==> src/rtl/arbitro_mux2x1.sv <==
// arbitro_mux2x1: round-robin arbiter for two requesters that share one
// 2:1 multiplexer. The grant drives the mux select. The selected word is
// registered together with a valid flag. The burst limit stops one
// requester from keeping the channel while the other one waits.
module arbitro_mux2x1 #(
  parameter int WIDTH     = 8,
  parameter int MAX_BURST = 4
) (
  input  logic             clk,
  input  logic             rst_n,
  input  logic             req1,
  input  logic             req2,
  input  logic [WIDTH-1:0] din1,
  input  logic [WIDTH-1:0] din2,
  output logic             gnt1,
  output logic             gnt2,
  output logic             sel,
  output logic [WIDTH-1:0] dout,
  output logic             dout_valid
);

  typedef enum logic [1:0] {
    IDLE = 2'd0,
    GNT1 = 2'd1,
    GNT2 = 2'd2
  } state_t;

  // The counter needs at least one bit, even when MAX_BURST = 1.
  localparam int CNT_W = (MAX_BURST > 1) ? $clog2(MAX_BURST) : 1;
  localparam logic [CNT_W-1:0] CNT_MAX = CNT_W'(MAX_BURST - 1);

  state_t           r_state;
  state_t           w_next_state;
  logic [CNT_W-1:0] r_cnt;
  logic             r_last2;       // 1: requester 2 was granted last
  logic             r_sel;
  logic [WIDTH-1:0] r_dout;
  logic             r_dout_valid;
  logic             w_xfer;
  logic             w_burst_open;  // current holder may keep the grant under contention

  // State register
  // NOTE: state is written with <= so every flop samples pre-edge values.
  //       Blocking assignments here would create races between always_ff blocks.
  always_ff @(posedge clk or negedge rst_n) begin
    if (!rst_n) r_state <= IDLE;
    else        r_state <= w_next_state;
  end

  assign w_burst_open = (r_cnt < CNT_MAX);

  // Next-state logic: round-robin on ties, burst limit under contention
  // NOTE: the default assignment comes first, so no path leaves
  //       w_next_state unassigned. That prevents an inferred latch.
  always_comb begin
    w_next_state = r_state;
    unique case (r_state)
      IDLE: begin
        if (req1 && req2)  w_next_state = r_last2 ? GNT1 : GNT2;
        else if (req1)     w_next_state = GNT1;
        else if (req2)     w_next_state = GNT2;
        else               w_next_state = IDLE;
      end
      GNT1: begin
        if (req1 && (!req2 || w_burst_open)) w_next_state = GNT1;
        else if (req2)                       w_next_state = GNT2;
        else                                 w_next_state = IDLE;
      end
      GNT2: begin
        if (req2 && (!req1 || w_burst_open)) w_next_state = GNT2;
        else if (req1)                       w_next_state = GNT1;
        else                                 w_next_state = IDLE;
      end
      default: w_next_state = IDLE;
    endcase
  end

  // Burst counter: clear on any state change, else count up and saturate while granted
  always_ff @(posedge clk or negedge rst_n) begin
    if (!rst_n) begin
      r_cnt <= '0;
    end else if (w_next_state != r_state) begin
      r_cnt <= '0;
    end else if ((r_state != IDLE) && (r_cnt != CNT_MAX)) begin
      r_cnt <= r_cnt + 1'b1;
    end
  end

  // Last-winner and select registers: updated on grant entry, held in IDLE
  always_ff @(posedge clk or negedge rst_n) begin
    if (!rst_n) begin
      r_last2 <= 1'b1;
      r_sel   <= 1'b0;
    end else begin
      case (w_next_state)
        GNT1: begin
          r_last2 <= 1'b0;
          r_sel   <= 1'b0;
        end
        GNT2: begin
          r_last2 <= 1'b1;
          r_sel   <= 1'b1;
        end
        default: ;
      endcase
    end
  end

  // Output decode from registered state only; no input reaches an output directly
  always_comb begin
    gnt1 = (r_state == GNT1);
    gnt2 = (r_state == GNT2);
    sel  = r_sel;
  end

  // A requester that drops while granted transfers nothing that cycle.
  assign w_xfer = ((r_state == GNT1) && req1) || ((r_state == GNT2) && req2);

  // Output datapath: capture the selected word on a transfer, otherwise hold it
  always_ff @(posedge clk or negedge rst_n) begin
    if (!rst_n) begin
      r_dout       <= '0;
      r_dout_valid <= 1'b0;
    end else begin
      r_dout_valid <= w_xfer;
      if (w_xfer) r_dout <= r_sel ? din2 : din1;
    end
  end

  assign dout       = r_dout;
  assign dout_valid = r_dout_valid;

endmodule

==> config.mk <==
export PLATFORM = sky130hd
export DESIGN_NAME = arbitro_mux2x1
export DESIGN_NICKNAME = d
export VERILOG_FILES = /design/src/rtl/arbitro_mux2x1.sv
export SDC_FILE = /design/constraint.sdc
export NUM_CORES = 1
export LEC_CHECK = 0
export CORE_ASPECT_RATIO = 0.9
export CORE_MARGIN = 10
export CORE_UTILIZATION = 40
export CTS_BUF_LIST = sky130_fd_sc_hd__clkbuf_8
export CTS_CLUSTER_SIZE = 10
export DETAILED_ROUTE_END_ITERATION = 12
export PLACE_DENSITY = 0.84
export SETUP_SLACK_MARGIN = 0.1
export SYNTH_ARGS = -nofsm -noshare
export SYNTH_HDL_FRONTEND = slang
export SYNTH_SLANG_ARGS = --single-unit
==> constraint.sdc <==
create_clock -name clk -period 2.4 [get_ports clk]
set_input_delay 0.48 -clock clk [delete_from_list [all_inputs] [get_ports clk]]
set_output_delay 0.48 -clock clk [all_outputs]
set_load 0.02 [all_outputs]
==> metrics.csv <==
stage,metric,value,unit
place,gp_congestion,0.781,
cts,hold_buffers,0,
global_routing,antenna_found_initial,0,
cts,cts_buffer_depth,2,
critical_path,r2r-start,r_cnt[0],
timing,setup_tns,0,ps
routing,viasPerCell,5.02,
cts,numClockSinks,15,
cts,cts_root_buf,clkbuf_8,
timing,finalCriticalPeriod,2160,ps
timing,hold_violations,0,
critical_path,critPathMaxStageDelay,600,ps
critical_path,path_max_fanout,11,
logic_synthesis,synth.distinct_cells,27,
cts,clkTransAtPathRegs,60,ps
pwr,swShare,33.7,%
hold_path,min_from,r_last2,
die,fp.coreArea,2140,um^2
timing,whs,480,ps
logic_synthesis,netlist_top_cells_count,"dfrtp_1 (14), mux2_2 (9), nand2_1 (9)",
critical_path,worst_ep_required_time,1920,ps
critical_path,crit_path_end_kind,output pin,
logic_synthesis,avgSynthCellArea,11.7,um^2
die,chipHeight,64.5,um
pwr,internal_power,797,uW
global_routing,grt_pass1_vias,725,
logic_synthesis,synth_top_cell_area_share,39.9,%
logic_synthesis,synth_edf_count,0,
cts,cts_htree_levels,1,
cells_and_area,antennaDiodeCount,0,
pwr,pwr-share-seq,36.5,%
die,start_util,41.0,%
global_routing,grt-ovfl-total,0,
cts,ctsResizeCount,0,
cells_and_area,nets,128,
hold_path,min_delay_worst_endpoint,r_last2,
cts,cts_tree,built,
critical_path,crit_family,buffers and inverters,
timing,period_share,90.1,%
place,dpl.hpwl,1.62,mm
place,dp_cells,128,
cells_and_area,final_util,57.5,%
timing,fmaxAchievable,0.462,GHz
critical_path,setup.worst_path.start_class,flop,
logic_synthesis,synth_most_common_cell,dfrtp_1,
cts,cts_made_buffers,3,
routing,drcViolationCount,0,
timing,slew_viol_final,0,
hold_path,min_path_cells,2,
job,drv_cap,0,
routing,vias,663,
logic_synthesis,yosys-top-cells-area,"dfrtp_1 (40%), mux2_4 (14%), mux2_2 (12%)",
logic_synthesis,synth.largest_area_cell,dfrtp_1,
routing,first_pass_iters,4,
cells_and_area,drive_gt1_share,25.7,%
timing,tightest_slew,678,ps
routing,wire_per_inst,15.6,um
cts,post_cts_buffers,0,
logic_synthesis,synth_flop_cell,dfrtp_1,
die,io_pins,32,
logic_synthesis,yosys_warnings,0,
pwr,power_density,975,nW/um^2
die,die_area,4470,um^2
hold_path,hold_path.class,reg -> reg,
die,dieWidth,69.4,um
logic_synthesis,netlist_instances,75,
timing,fin_skew,0.948,ps
pwr,combPwrFrac,47.0,%
timing,slew_headroom,54.6,%
routing,routed_wirelength,2.05,mm
routing,ant_nets,0,
die,row_count,16,
pwr,p_leak,0.000544,uW
pwr,p_clk_share,16.5,%
outcome,status,finished clean,
pwr,power.switching,405,uW
critical_path,reg2reg_slack,390,ps
logic_synthesis,ys_ff_latch,15,
cells_and_area,fin_cells,132,
global_routing,grt_max_degree,16,
timing,setup_viol,0,
timing,rsz0062_at_grt,no,
logic_synthesis,syn-num-nets,97,
critical_path,rr_endpoint,sel,
pwr,finalPower,1200,uW
place,io_buffers,31,
critical_path,worstPathArrival,1680,ps
logic_synthesis,synth_async_sr_flop_share,100,%
cts,clk_latency,240,ps
global_routing,track_usage,9.29,%
global_routing,grt_pass1_wl,3.49,mm
logic_synthesis,synth_area,878,um^2
critical_path,cp_slowest_cell,clkdlybuf4s50_1,
critical_path,crit_chain,and2b_4 -> clkdlybuf4s50_1,
cells_and_area,syn_to_final_growth,40.3,%
critical_path,r2r_cells,7,
critical_path,path_buf_inv,1,
routing,drt_iter0_markers,58,
logic_synthesis,ys_seq_area_share,42.9,%
critical_path,path_class,reg -> out,
pwr,ir_worst_vdd,626,uV
how the worst max path moves through the flow:
stage / start / cells past startpoint / end
2_1_floorplan: r_cnt[0] / 8 / sel
3_3_place_gp: req2 / 4 / dout[3]
3_5_place_dp: req2 / 4 / dout[1]
4_1_cts: r_state[1] / 2 / gnt1
5_1_grt: r_state[1] / 2 / gnt1
6_report: r_state[1] / 2 / gnt1
per-stage QoR:
stage | area [um^2] | worst slack, ps
after CTS | 1230 | 211
after detailed placement | 1190 | 331
after global routing | 1230 | 169
after global placement | 1190 | 383
final | 1230 | 237
after floorplan | 878 | 588
layout by cell type (no fill, tap or decap):
cell,netlist,routed
dfrtp_1,14,14
nand3_1,1,1
clkdlybuf4s50_1,0,31
o22ai_1,1,1
o21bai_1,2,2
nor2_1,5,5
and2b_4,1,1
mux2_2,9,9
nor4b_1,1,1
a21oi_1,3,3
and2b_2,1,1
o21ai_0,1,1
a21o_2,1,1
mux2_4,8,8
dfstp_2,1,1
o21ai_4,1,1
nand2_1,9,9
ha_1,2,2
nor3_1,2,2
mux2i_1,2,2
a31oi_1,1,1
inv_1,1,2
nand2b_1,1,1
nand2_4,2,2
clkbuf_8,0,3
cell families after synthesis:
family / Yosys count / share of synthesized area (%)
AO/OA/AOI/OAI: 10 / 8.26
multiplexers: 19 / 27.5
AND/OR/NAND/NOR: 23 / 14.1
buffers and inverters: 6 / 4.41
flip-flops: 15 / 42.9
adder cells (fa/ha/maj): 2 / 2.85
layer usage:
layer  GRT usage, %  part of all wire (%)  vias to the layer above  wire length [um]
met4           3.02                  0.73                        0                15
met1           10.4                    42                      309               872
li1               -                     -                      321                 -
met3           4.41                   9.7                        2               200
met2           15.3                    47                       31               964
met5              0                     0                        -                 0
power groups by stage:
stage | logic [uW] | clock network (uW) | registers [uW]
2_1_floorplan | 270 | 0 | 496
3_3_place_gp | 556 | 0 | 438
3_5_place_dp | 572 | 0 | 440
4_1_cts | 574 | 202 | 442
5_1_grt | 608 | 211 | 457
6_report | 565 | 198 | 439
state kept, by name (all words and copies together) (netlist names):
signal	count
dout	8
r_cnt	2
r_state	2
dout_valid	1
r_last2	1
sel	1
worst reg2reg max path: cells and delay by family (launching register included):
kind	cells	cell delay, ps
AO/OA/AOI/OAI	1	160
multiplexers	1	380
flip-flops	1	390
adder cells (fa/ha/maj)	2	660
AND/OR/NAND/NOR	3	360
cell type report:
cell class	instances	area (um^2)
sequential	15	377
fill	177	910
clock buffer	3	41.3
multi-input combinational	54	463
inverter	1	3.75
timing repair buffer	31	310
tap	27	33.8
clock inverter	1	3.75
Power figures use the tool's default switching activity.
